**src/rtl/pixel_mem_arbiter.sv**
```systemverilog
// Arbitrates the single-port pixel memory between CPU loads/stores (through a
// one-entry posted write buffer) and the video scanout reader.
module pixel_mem_arbiter #(
  parameter int unsigned N        = 32,
  parameter int unsigned AW       = 16,
  parameter int unsigned MAX_WAIT = 4
) (
  input  logic          clk,
  input  logic          rst,
  input  logic          cpu_we,
  input  logic          cpu_re,
  input  logic [N-1:0]  cpu_addr,
  input  logic [N-1:0]  cpu_wdata,
  output logic [N-1:0]  cpu_rdata,
  output logic          cpu_rvalid,
  output logic          stall,
  input  logic          vid_req,
  input  logic [AW-1:0] vid_addr,
  output logic          vid_gnt,
  output logic [N-1:0]  vid_rdata,
  output logic          vid_rvalid,
  output logic          mem_en,
  output logic          mem_we,
  output logic [AW-1:0] mem_addr,
  output logic [N-1:0]  mem_wdata,
  input  logic [N-1:0]  mem_rdata
);

  localparam int unsigned CW = 4;

  typedef enum logic {IDLE, RD_DATA} state_e;

  state_e          state_q;
  logic            wb_valid_q;
  logic [AW-1:0]   wb_addr_q;
  logic [N-1:0]    wb_data_q;
  logic [CW-1:0]   wait_cnt_q;
  logic            fwd_q;
  logic [N-1:0]    fwd_data_q;
  logic            vid_rvalid_q;

  logic [AW-1:0]   cpu_idx;
  logic            st_req, ld_req, hit, load_pend, drain_pend, cpu_pend;
  logic            override, gnt_vid, gnt_ld, gnt_dr, st_acc;
  logic            unused_addr_bits;

  assign cpu_idx          = cpu_addr[AW+1:2];
  assign unused_addr_bits = ^{cpu_addr[N-1:AW+2], cpu_addr[1:0]};

  always_comb begin
    // Requests are only taken in IDLE; reset masks every grant in its cycle.
    st_req     = (state_q == IDLE) && !rst && cpu_we;
    ld_req     = (state_q == IDLE) && !rst && cpu_re && !cpu_we;
    hit        = wb_valid_q && (wb_addr_q == cpu_idx);
    load_pend  = ld_req && !hit;
    drain_pend = wb_valid_q && !rst;
    cpu_pend   = load_pend || drain_pend;
    override   = (wait_cnt_q == CW'(MAX_WAIT));
    gnt_vid    = vid_req && !rst && !(override && cpu_pend);
    gnt_ld     = !gnt_vid && load_pend;
    gnt_dr     = !gnt_vid && !load_pend && drain_pend;
    st_acc     = st_req && (!wb_valid_q || gnt_dr);
    stall      = (st_req && !st_acc) || ld_req;

    mem_en    = gnt_vid || gnt_ld || gnt_dr;
    mem_we    = gnt_dr;
    mem_addr  = '0;
    mem_wdata = '0;
    if (gnt_vid)     mem_addr = vid_addr;
    else if (gnt_ld) mem_addr = cpu_idx;
    else if (gnt_dr) begin
      mem_addr  = wb_addr_q;
      mem_wdata = wb_data_q;
    end
  end

  assign vid_gnt    = gnt_vid;
  assign vid_rvalid = vid_rvalid_q;
  assign vid_rdata  = vid_rvalid_q ? mem_rdata : '0;
  assign cpu_rvalid = (state_q == RD_DATA);
  assign cpu_rdata  = (state_q != RD_DATA) ? '0 : (fwd_q ? fwd_data_q : mem_rdata);

  always_ff @(posedge clk) begin
    if (rst) begin
      state_q      <= IDLE;
      wb_valid_q   <= 1'b0;
      wb_addr_q    <= '0;
      wb_data_q    <= '0;
      wait_cnt_q   <= '0;
      fwd_q        <= 1'b0;
      fwd_data_q   <= '0;
      vid_rvalid_q <= 1'b0;
    end else begin
      state_q      <= (ld_req && (hit || gnt_ld)) ? RD_DATA : IDLE;
      fwd_q        <= ld_req && hit;
      vid_rvalid_q <= gnt_vid;
      if (ld_req && hit) fwd_data_q <= wb_data_q;

      if (st_acc) begin
        wb_valid_q <= 1'b1;
        wb_addr_q  <= cpu_idx;
        wb_data_q  <= cpu_wdata;
      end else if (gnt_dr) begin
        wb_valid_q <= 1'b0;
      end

      if (gnt_ld || gnt_dr || !cpu_pend) wait_cnt_q <= '0;
      else if (!override)                wait_cnt_q <= wait_cnt_q + CW'(1);
    end
  end

endmodule
```
**config.mk**
```make
export PLATFORM = sky130hd
export DESIGN_NAME = pixel_mem_arbiter
export DESIGN_NICKNAME = d
export VERILOG_FILES = /design/src/rtl/pixel_mem_arbiter.sv
export SDC_FILE = /design/constraint.sdc
export NUM_CORES = 1
export LEC_CHECK = 0
export BUFFER_PORTS_ARGS = -buffer_cell sky130_fd_sc_hd__buf_2
export CORE_ASPECT_RATIO = 1.5
export CORE_MARGIN = 1.5
export CORE_UTILIZATION = 50
export DETAILED_ROUTE_END_ITERATION = 12
export HOLD_SLACK_MARGIN = 0.02
export PLACE_DENSITY_LB_ADDON = 0.1
export SLEW_MARGIN = 5
export SYNTH_ARGS = -nofsm -noshare
export SYNTH_HDL_FRONTEND = slang
export SYNTH_SLANG_ARGS = --single-unit
export TNS_END_PERCENT = 10
```
**constraint.sdc**
```tcl
create_clock -name clk -period 3.7 [get_ports clk]
set_input_delay 0.37 -clock clk [delete_from_list [all_inputs] [get_ports clk]]
set_output_delay 0.37 -clock clk [all_outputs]
set_load 0.05 [all_outputs]
```
# Word level (Yosys, flattened, before mapping)
# Index checks and enable logic that the tools add are counted.
# word_totals
register_bits	88
wordCells	60
mem_bits_rw	0
inputBits	117
rom_bits	0
latchBits	0
memories	0
out_inout_bits	118
# op_classes
muxes	12
n_addsub	1
n_eq_ne	2
shift	0
n_mul	0
bitwise_logic	1
reduce_logical	36
div	0
magnitude_cmp	0
# op_table
op	n
$mux 32	6
$mux 16	3
$logic_and 1x1->1	17
$eq 16x16->1	1
$logic_not 1->1	9
$logic_or 1x1->1	8
$add 4x1->4 const B	1
$eq 4x3->1 const B	1
$mux 1	3
$reduce_bool 2->1	1
$reduce_or 2->1	1
$not 1->1	1

# Depth between registers and ports, before layout
# Gate-level depths: netlist of run 1.
# depth
word_depth	17
ltp_mapped	9
ltp_nobuf	7

# Worst setup path before layout of run 1
# No wires, ideal clock.
# synth_path
path_kind	input port to output port
startpoint	input cpu_addr[2]
endpoint	output mem_wdata[23]
required_time_ns	3.330
arrival_ns	2.257
path_slack_ns	1.073
stages	7
n_path_buf	1
path_cell_list	xor2_1 -> nor4_4 -> nand3_2 -> o21ai_4 -> nor3b_4 -> buf_6 -> and2_1
# synth_via
elab_chain_len	14
elab_cells_between_ends	16
cone_classes	eq/ne (1); mux (3); reduce/logical (12)
# synth_lines
element	line	text
from (decl)	12	input logic [N-1:0] cpu_addr,
$eq 16x16->1 (*)	54	hit = wb_valid_q && (wb_addr_q == cpu_idx);
$logic_and 1x1->1 (*)	54	
$logic_not 1->1 (*)	55	load_pend = ld_req && !hit;
$logic_and 1x1->1 (*)	55	
$logic_or 1x1->1	57	cpu_pend = load_pend || drain_pend;
$logic_and 1x1->1	59	gnt_vid = vid_req && !rst && !(override && cpu_pend);
$logic_not 1->1	59	
$logic_and 1x1->1	59	
$logic_not 1->1	61	gnt_dr = !gnt_vid && !load_pend && drain_pend;
$logic_and 1x1->1 (*) (2 in a row)	61	
named net mem_we	23	output logic mem_we,
$mux 32 (*)	71	else if (gnt_dr) begin
$mux 32 (*)	70	else if (gnt_ld) mem_addr = cpu_idx;
$mux 32 (*)	69	if (gnt_vid) mem_addr = vid_addr;
to (decl)	25	output logic [N-1:0] mem_wdata,
# The timed path passes the listed nets; every way through them passes the cells marked *.

# Worst setup path after layout of run 1
# layout_path
startpoint	register wb_addr_q[0]
endpoint	output mem_addr[1]
# layout_via
elab_chain_len	14
elab_cells_between_ends	16
cone_classes	eq/ne (1); mux (3); reduce/logical (12)
# layout_lines
element	line	text
from (decl)	35	logic [AW-1:0] wb_addr_q;
from (signal assigned)	101	wb_addr_q <= cpu_idx;
$eq 16x16->1 (*)	54	
$logic_and 1x1->1 (*)	54	
$logic_not 1->1 (*)	55	
$logic_and 1x1->1 (*)	55	
$logic_or 1x1->1	57	
$logic_and 1x1->1	59	
$logic_not 1->1	59	
$logic_and 1x1->1	59	
$logic_not 1->1	60, 61	
$logic_and 1x1->1 (2 in a row)	61	
$mux 16	71	
$mux 16	70	
$mux 16 (*)	69	
to (decl)	24	output logic [AW-1:0] mem_addr,
# Mark *: on every way between the ends. The rest lies on a longest branch, timed or not.

==> results.yml, run 1 <==
route:
  final_antenna_net_count: 0
  vias_per_cell: 5.06
  firstDrtPassIters: 4
  post_detailed_route_wirelength_per_cell_um: 14.0
  detailroute.via_count: 4590
  drc_errors: 0
  drt_initial_violations: 92
  postRouteWirelength_um: 12700
cells_and_area:
  finish.net_count: 909
  footprint_of_the_multi_input_gates_um2: 2830
  sequential_cell_area_um2: 1760
  final_cell_mix: "218 x sky130_fd_sc_hd__buf_2, 118 x sky130_fd_sc_hd__nand2_1, 87 x sky130_fd_sc_hd__dfxtp_1, 80 x sky130_fd_sc_hd__mux2i_1, 66 x sky130_fd_sc_hd__and2_1"
  layout-area-overhead-vs-synth_pct: 29.4
  nFillCells: 843
  ratio_of_cells_with_drive_above_1_in_the_final_layout_pct: 33.6
  final_core_density_pct: 67.3
  layout_commonest_cell: "sky130_fd_sc_hd__buf_2"
power_and_ir_drop:
  power-per-cell-area_nw_per_um2: 365
  p_total_uw: 2290
  static-leakage-power_uw: 0.00331
  peakVddDrop_mv: 0.247
timing:
  skew_ns: 0.00463
  fmaxAchievable_mhz: 315
  setup_repair_after_global_routing_missed_its_margin: "no"
  maxSlewHeadroom_pct: 34.2
  fin_setup_tns_ns: 0
  finalWorstPathRequiredPeriod_ns: 3.17
  finalMaxSlewViolations: 0
  hold_viol: 0
  max_slew.worst_pin.slew_ns: 0.987
  finalSetupViolations: 0
  min_period_over_period_pct: 85.7
die:
  core-area_um2: 9310
  die_height_um: 124
  die_area_um2: 10300
  starting_density_of_the_core_pct: 52.0
  die-width_um: 83.4
  io-pin-count: 235
  floorplan.rows: 43
worst_hold_path:
  worstHoldStart: "cpu_wdata[0]"
  min_path_type: "input pin to flip-flop"
clock_tree:
  cts_tree: "done"
  worst_setup_hold_path_clk_slew_ns: 0.06
  cts_max_level: 3
  clock_latency_ns: 0.33
  post_cts_resize_count: 0
  clock_tree.root_cell: "sky130_fd_sc_hd__clkbuf_16"
  post-cts-setup-buffer-count: 0
  cts_sinks: 88
  cts.path.max_buffers: 2
  hold_buffers: 0
  numCtsBuffers: 9
global_route:
  antenna_violations_before_repair: 2
  grt_remaining_overflow: 0
  grt_first_pass_wirelength_um: 19600
  maximum_number_of_pins_on_one_net_before_global_route_repair: 56
  grt_pass1_vias: 4235
  global_route.usage.total_pct: 23.7
worst_setup_path:
  crit_path_max_fanout: 21
  worstSetupEndpointType: "primary output"
  worstReg2RegStart: "wait_cnt_q[0]$_SDFFE_PP0N_"
  ordered_list_of_cells_on_the_worst_path: "xor2_1 > nor4_4 > nand3_2 > o211ai_1 > nand2_1 > mux2_2 > buf_2"
  startpoint: "wb_addr_q[0]$_SDFFE_PP0P_"
  crit_path_max_incr_delay_ns: 0.53
  worstPathArrival_ns: 2.80
  worst_path_max_delay_cell: "sky130_fd_sc_hd__nand2_1"
  timing.critical_path.required_ns: 3.33
  critical_path_buf_inv_count: 1
  timing.setup.critical_path_class: "flip-flop to primary output"
  setup.worst_path.start_class: "flip-flop"
  critical-path-top-delay-family: "simple AND/OR/NAND/NOR gates"
yosys:
  synth_nets: 712
  synthDistinctLibCells: 33
  synthesized_area_per_cell_um2: 8.17
  syn_area_um2: 4840
  instance_count_of_the_mapped_netlist: 593
  synth-seq-area-share_pct: 36.4
  ys.warnings.count: 0
  yosys_register_bits: 88
flow_run:
  max_cap_violations: 0
placement:
  detailed_place_hpwl_um: 9150
  gp_congestion: 0.791
  port_buffers: 218
outcome:
  run_status: "finished, final reports clean"
[cell type report]
type                       instances  area share, %
antenna                            1         0.0399
sequential                        88           28.1
clock buffer                      13           4.31
inverter                          21           1.26
multi-input combinational        444           45.2
timing repair buffer             226           18.6
clock inverter                     3          0.240
tap                              112           2.24
[registers in the layout (all words and copies together), names as in the netlist]
signal      cells
wait_cnt_q      4
fwd_data_q     32
wb_addr_q      16
cpu_rvalid      1
fwd_q           1
vid_rvalid      1
wb_valid_q      1
wb_data_q      32
[routing by layer]
metal	wire [µm]	vias up	track usage (%)
met3	720	15	5.74
met5	10	-	0
li1	-	2306	-
met2	6920	143	46.9
met1	4880	2124	24.6
met4	182	2	6.98
[worst reg2reg max path, cell delays in order, from the launching register on]
cell,delay [ns]
sky130_fd_sc_hd__dfxtp_1,0.37
sky130_fd_sc_hd__inv_1,0.07
sky130_fd_sc_hd__ha_1,0.22
sky130_fd_sc_hd__and3b_1,0.21
sky130_fd_sc_hd__nor2_1,0.43
sky130_fd_sc_hd__a21o_2,0.88
sky130_fd_sc_hd__nand2_1,0.16
sky130_fd_sc_hd__a21oi_1,0.19
[power by group]
part	internal (µW)	switching, µW
combinational	141	296
clock	507	344
sequential	975	25.1
total	1620	665
[kinds of logic after synthesis]
group	Yosys count	synth area share, %
adders and majority gates	2	0.517
xor gates and xnor gates	17	3.07
muxes	96	20.3
buffers and inverters	61	5.48
and+or+nand+nor	271	28.0
AOI/OAI and AO/OA	58	6.36
DFF	88	36.4
[cells in the mapped netlist]
library cell                 n  area share (%)
sky130_fd_sc_hd__o211ai_1    1            0.16
sky130_fd_sc_hd__and2_1     66             8.5
sky130_fd_sc_hd__nor3b_1     1            0.16
sky130_fd_sc_hd__nor3_1      5            0.52
sky130_fd_sc_hd__nor2_1     34             2.6
sky130_fd_sc_hd__ha_1        2            0.52
sky130_fd_sc_hd__inv_1      21             1.6
sky130_fd_sc_hd__a21oi_1    53             5.5
sky130_fd_sc_hd__a21o_1      1            0.16
sky130_fd_sc_hd__o21ai_4     1            0.34
sky130_fd_sc_hd__nand2b_1    2            0.26
sky130_fd_sc_hd__nand3_2     1            0.21
sky130_fd_sc_hd__nor2b_1    34             4.4
sky130_fd_sc_hd__and3b_1     1            0.18
sky130_fd_sc_hd__clkbuf_1   25             1.9
sky130_fd_sc_hd__buf_1       6            0.46
sky130_fd_sc_hd__nand3_1     2            0.21
sky130_fd_sc_hd__xor2_1     15             2.7
sky130_fd_sc_hd__nand2_1   118             9.1
sky130_fd_sc_hd__dfxtp_1    88              36
sky130_fd_sc_hd__xnor2_1     2            0.36
sky130_fd_sc_hd__nor4_1      1            0.13
sky130_fd_sc_hd__nor4_2      2            0.52
sky130_fd_sc_hd__o21ai_0     1            0.10
sky130_fd_sc_hd__and3_1      1            0.13
sky130_fd_sc_hd__mux2_2     16             3.7
sky130_fd_sc_hd__a31oi_1     1            0.13
sky130_fd_sc_hd__mux2i_1    80              17
sky130_fd_sc_hd__buf_2       5            0.52
sky130_fd_sc_hd__buf_6       4            0.93
sky130_fd_sc_hd__nor4_4      1            0.44
sky130_fd_sc_hd__nor3b_4     1            0.39
sky130_fd_sc_hd__and2_0      1            0.13
[metrics by stage]
stage               hold WS [ns]  cell area, µm²  instances  setup WS [ns]
finish                     0.274            6270        908          0.529
global route               0.271            6260        907          0.337
CTS                        0.260            6260        907          0.469
detailed placement         0.457            5980        891          0.682
global placement           0.452            5980        891          0.718
floorplan                  0.444            4840        593           1.07
[final timing paths]
kind | slack, ns | depth (start not counted) | to
setup / recovery | 0.53 | 7 | mem_addr[1]
hold / removal | 0.27 | 3 | wb_data_q[0]$_SDFFE_PP0P_
setup reg to reg | 1.10 | 7 | wb_data_q[1]$_SDFFE_PP0P_
hold reg to reg | 0.46 | 2 | wb_data_q[5]$_SDFFE_PP0P_
(Power assumes the default switching activity.)
==> run 2: changes to the inputs <==
==> constraint.sdc (replaced) <==
create_clock -name clk -period 3.7 [get_ports clk]
set_input_delay 0.555 -clock clk [delete_from_list [all_inputs] [get_ports clk]]
set_output_delay 0.555 -clock clk [all_outputs]
set_load 0.05 [all_outputs]
==> results.yml, run 2 (synthesized netlist as in run 1, its figures left out) <==
outcome:
  run_status: "finished, final reports clean"
die:
  starting_density_of_the_core_pct: 52.0
  die_height_um: 124
  core-area_um2: 9310
  die-width_um: 83.4
  die_area_um2: 10300
  floorplan.rows: 43
  io-pin-count: 235
worst_setup_path:
  timing.critical_path.required_ns: 3.14
  setup.worst_path.start_class: "flip-flop"
  worstPathArrival_ns: 2.55
  reg2regPathDepth: 8
  timing.setup.critical_path_class: "flip-flop to primary output"
  crit_path_max_fanout: 33
  worstSetupEndpointType: "primary output"
timing:
  skew_ns: 0.00552
  setup_repair_after_global_routing_missed_its_margin: "no"
  max_slew.worst_pin.slew_ns: 1.03
  fmaxAchievable_mhz: 322
  min_period_over_period_pct: 83.9
  fin_setup_tns_ns: 0
  finalWorstPathRequiredPeriod_ns: 3.11
  finalMaxSlewViolations: 0
  finalSetupViolations: 0
  maxSlewHeadroom_pct: 31.4
  hold_viol: 0
clock_tree:
  cts_max_level: 3
  clock_latency_ns: 0.33
  clock_tree.root_cell: "sky130_fd_sc_hd__clkbuf_16"
  cts.path.max_buffers: 2
  numCtsBuffers: 9
  post_cts_resize_count: 0
  cts_sinks: 88
  hold_buffers: 0
  worst_setup_hold_path_clk_slew_ns: 0.06
  post-cts-setup-buffer-count: 0
  cts_tree: "done"
cells_and_area:
  largestRegisters: "fwd_data_q (32), wb_data_q (32), wb_addr_q (16)"
  layout_commonest_cell: "sky130_fd_sc_hd__buf_2"
  antenna-diode-count: 0
  layout-area-overhead-vs-synth_pct: 31.3
  ratio_of_cells_with_drive_above_1_in_the_final_layout_pct: 34.0
  finish.net_count: 912
  stdcell_count: 910
  final_cell_mix: "218 x sky130_fd_sc_hd__buf_2, 118 x sky130_fd_sc_hd__nand2_1, 87 x sky130_fd_sc_hd__dfxtp_1, 80 x sky130_fd_sc_hd__mux2i_1, 66 x sky130_fd_sc_hd__and2_1"
  nFillCells: 815
route:
  drt_initial_violations: 151
  vias_per_cell: 5.03
  drc_errors: 0
  firstDrtPassIters: 4
  post_detailed_route_wirelength_per_cell_um: 14.1
  detailroute.via_count: 4578
  final_antenna_net_count: 0
  postRouteWirelength_um: 12800
placement:
  gp_congestion: 0.770
  detailed_place_hpwl_um: 9250
  port_buffers: 218
  instance_count_after_placement_with_tap_cells_included: 894
global_route:
  maximum_number_of_pins_on_one_net_before_global_route_repair: 56
  global_route.usage.total_pct: 23.7
  grt_remaining_overflow: 0
  grt_first_pass_wirelength_um: 19300
  grt_pass1_vias: 4088
  antenna_violations_before_repair: 0
worst_hold_path:
  min_path_type: "input pin to flip-flop"
  min_delay_path_depth: 3
power_and_ir_drop:
  peakVddDrop_mv: 0.322
  static-leakage-power_uw: 0.00335
  power-per-cell-area_nw_per_um2: 392
flow_run:
  max_cap_violations: 0
==> run 2: report_power, final <==
part | leakage (µW) | internal [µW] | switching [µW] | total (µW)
Combinational | 0.00246 | 143 | 296 | 439
Clock | 0.000172 | 695 | 358 | 1050
Sequential | 0.000715 | 975 | 25.2 | 1000
Total | 0.00335 | 1810 | 679 | 2490
==> run 2: metrics by stage <==
step           total power, µW  cell area, µm²  utilization, %  setup WS [ns]  hold slack [ns]
2_1_floorplan             1320            4840               -          0.703            0.444
3_3_place_gp              1450            6000            64.5          0.616            0.452
3_5_place_dp              1460            6000            64.5          0.574            0.458
4_1_cts                   2520            6360            68.3          0.547            0.448
5_1_grt                   2590            6360            68.3          0.454            0.455
6_report                  2490            6360            68.3          0.595            0.455
==> run 2: cell type report <==
| type | instances | area [µm²] | area share, % |
|---|---|---|---|
| multi-input combinational | 444 | 2830 | 44.6 |
| sequential | 88 | 1760 | 27.7 |
| timing repair buffer | 229 | 1190 | 18.7 |
| clock buffer | 11 | 253 | 3.98 |
| tap | 112 | 140 | 2.20 |
| clock inverter | 5 | 103 | 1.61 |
| inverter | 21 | 78.8 | 1.24 |
==> run 2: worst paths after layout <==
check | slack, ns | startpoint | endpoint
worst max-delay path | 0.59 | wb_addr_q[0]$_SDFFE_PP0P_ | mem_wdata[14]
worst min register to register | 0.45 | wb_data_q[27]$_SDFFE_PP0P_ | wb_data_q[27]$_SDFFE_PP0P_
worst min-delay path | 0.45 | cpu_wdata[0] | wb_data_q[0]$_SDFFE_PP0P_
worst max register to register | 1.11 | wait_cnt_q[0]$_SDFFE_PP0N_ | wb_data_q[9]$_SDFFE_PP0P_
==> run 2: worst max-delay path: stages (launching register included) <==
cell and delay [ns]:
sky130_fd_sc_hd__dfxtp_1 0.33, sky130_fd_sc_hd__xor2_1 0.20, sky130_fd_sc_hd__nor4_4 0.36, sky130_fd_sc_hd__nand3_2 0.16, sky130_fd_sc_hd__o21ai_4 0.15, sky130_fd_sc_hd__nor3b_4 0.19, sky130_fd_sc_hd__buf_4 0.33, sky130_fd_sc_hd__and2_1 0.22
sky130_fd_sc_hd__buf_2 0.27
==> run 2: layer usage <==
layer  track usage, %  up-vias  part of all wire, %
met4             8.02        0                  1.9
met3             5.34       17                  5.9
met1             24.4     2103                   38
li1                 -     2308                    -
met2             46.7      150                   54
met5                0        -                    0
==> run 3: changes to the inputs <==
Settings changed: CORE_UTILIZATION 50 to 47.
Clock period 3.7 ns to 3 ns, I/O delays scaled along.
==> results.yml, run 3 (synthesized netlist as in run 1, its figures left out) <==
placement:
  placedInstanceArea_um2: 6040
  instance_count_after_placement_with_tap_cells_included: 902
  place_worst_setup_slack_ns: 0.183
  port_buffers: 218
  gp_congestion: 0.784
  detailed_place_hpwl_um: 9180
route:
  final_antenna_net_count: 0
  vias_per_cell: 5.04
  detailroute.via_count: 4635
  drc_errors: 0
  firstDrtPassIters: 4
  postRouteWirelength_um: 12900
  post_detailed_route_wirelength_per_cell_um: 14.0
  drt_initial_violations: 117
power_and_ir_drop:
  peakVddDrop_mv: 0.305
  power-per-cell-area_nw_per_um2: 453
  static-leakage-power_uw: 0.00338
global_route:
  grt_remaining_overflow: 0
  antenna_violations_before_repair: 0
  grt_pass1_vias: 4355
  maximum_number_of_pins_on_one_net_before_global_route_repair: 85
  global_route.usage.total_pct: 22.9
  grt_first_pass_wirelength_um: 20000
worst_setup_path:
  setup.worst_path.start_class: "flip-flop"
  crit_path_max_incr_delay_ns: 0.36
  critical-path-top-delay-family: "simple AND/OR/NAND/NOR gates"
  critical_path_buf_inv_count: 3
  worst_path_max_delay_cell: "sky130_fd_sc_hd__nor4_4"
  worstPathArrival_ns: 2.46
  ordered_list_of_cells_on_the_worst_path: "xor2_1 > nor4_4 > nand3_2 > o21ai_4 > nor3b_4 > buf_4 > clkbuf_4 > and2_1 > buf_6"
  timing.setup.critical_path_class: "flip-flop to primary output"
  worstSetupEndpointType: "primary output"
  timing.critical_path.required_ns: 2.55
  crit_path_max_fanout: 6
die:
  starting_density_of_the_core_pct: 48.1
  die_area_um2: 10900
  core-area_um2: 10100
  die-width_um: 85.9
  die_height_um: 127
  floorplan.rows: 45
  io-pin-count: 235
cells_and_area:
  stdcell_count: 920
  largestRegisters: "fwd_data_q (32), wb_data_q (32), wb_addr_q (16)"
  footprint_of_the_multi_input_gates_um2: 2840
  finish.instance_area_um2: 6500
  sequential_cell_area_um2: 1760
  ratio_of_cells_with_drive_above_1_in_the_final_layout_pct: 34.5
  antenna-diode-count: 0
  final_cell_mix: "188 x sky130_fd_sc_hd__buf_2, 118 x sky130_fd_sc_hd__nand2_1, 87 x sky130_fd_sc_hd__dfxtp_1, 80 x sky130_fd_sc_hd__mux2i_1, 65 x sky130_fd_sc_hd__and2_1"
  layout-area-overhead-vs-synth_pct: 34.2
  nFillCells: 920
  layout_commonest_cell: "sky130_fd_sc_hd__buf_2"
  finish.net_count: 919
  final_core_density_pct: 64.5
timing:
  min_period_over_period_pct: 97.1
  max_slew.worst_pin.slew_ns: 0.907
  skew_ns: 0.00755
  maxSlewHeadroom_pct: 39.5
  finalSetupViolations: 0
  smallest_setup_slack_after_layout_ns: 0.0883
  fin_setup_tns_ns: 0
  finalWorstPathRequiredPeriod_ns: 2.91
  setup_repair_after_global_routing_missed_its_margin: "yes"
  hold_viol: 0
  finalMaxSlewViolations: 0
  fmaxAchievable_mhz: 343
clock_tree:
  cts_max_level: 3
  numCtsBuffers: 9
  cts_sinks: 88
  cts.path.max_buffers: 2
  cts_tree: "done"
  clock_latency_ns: 0.33
  clock_tree.root_cell: "sky130_fd_sc_hd__clkbuf_16"
  worst_setup_hold_path_clk_slew_ns: 0.06
flow_run:
  max_cap_violations: 0
outcome:
  run_status: "finished, final reports clean"
worst_hold_path:
  min_path_type: "input pin to flip-flop"
[run 3: worst paths after layout]
check | startpoint | end | cells past startpoint | slack, ns
setup / recovery | wb_addr_q[0]$_SDFFE_PP0P_ | mem_wdata[23] | 9 | 0.09
setup reg to reg | wait_cnt_q[0]$_SDFFE_PP0N_ | wb_data_q[21]$_SDFFE_PP0P_ | 9 | 0.85
hold reg to reg | wb_data_q[6]$_SDFFE_PP0P_ | wb_data_q[6]$_SDFFE_PP0P_ | 2 | 0.47
hold / removal | cpu_wdata[0] | wb_data_q[0]$_SDFFE_PP0P_ | 3 | 0.35
[run 3: stage by stage]
step | total power (µW) | hold WS (ns)
floorplan | 1630 | 0.444
global route | 3080 | 0.352
detailed placement | 1810 | 0.459
global placement | 1800 | 0.451
CTS | 2970 | 0.345
finish | 2950 | 0.355
[run 3: final cells by class]
cell class / count / area share [%]
clock buffer: 10 / 3.68
clock inverter: 4 / 1.08
inverter: 21 / 1.21
multi-input combinational: 444 / 43.6
sequential: 88 / 27.1
tap: 117 / 2.25
timing repair buffer: 236 / 21.0
[run 3: worst min-delay path: cells and delay by family]
family                 cells  cell delay (ns)
AOI/OAI and AO/OA          1             0.05
buffers and inverters      1             0.09
and+or+nand+nor            1             0.04
[run 3: timing repair]
action,in CTS,in global routing
resized for setup,0,67
endpoints found under the setup margin,0,29
setup buffers,0,2
hold buffers,0,0
[run 3: per-layer routing]
metal | global-route usage [%] | routed length, µm | vias up | part of all wire [%]
li1 | - | - | 2334 | -
met1 | 24.3 | 5070 | 2134 | 39
met2 | 43.0 | 6900 | 144 | 53
met3 | 4.78 | 607 | 23 | 4.7
met4 | 9.49 | 325 | 0 | 2.5
met5 | 0 | 0 | - | 0
[run 3: report_power, final]
| group | internal (µW) | switching [µW] | leakage, µW |
|---|---|---|---|
| Sequential | 1200 | 31.2 | 0.000715 |
| Clock | 739 | 418 | 0.000154 |
| Combinational | 187 | 370 | 0.00251 |
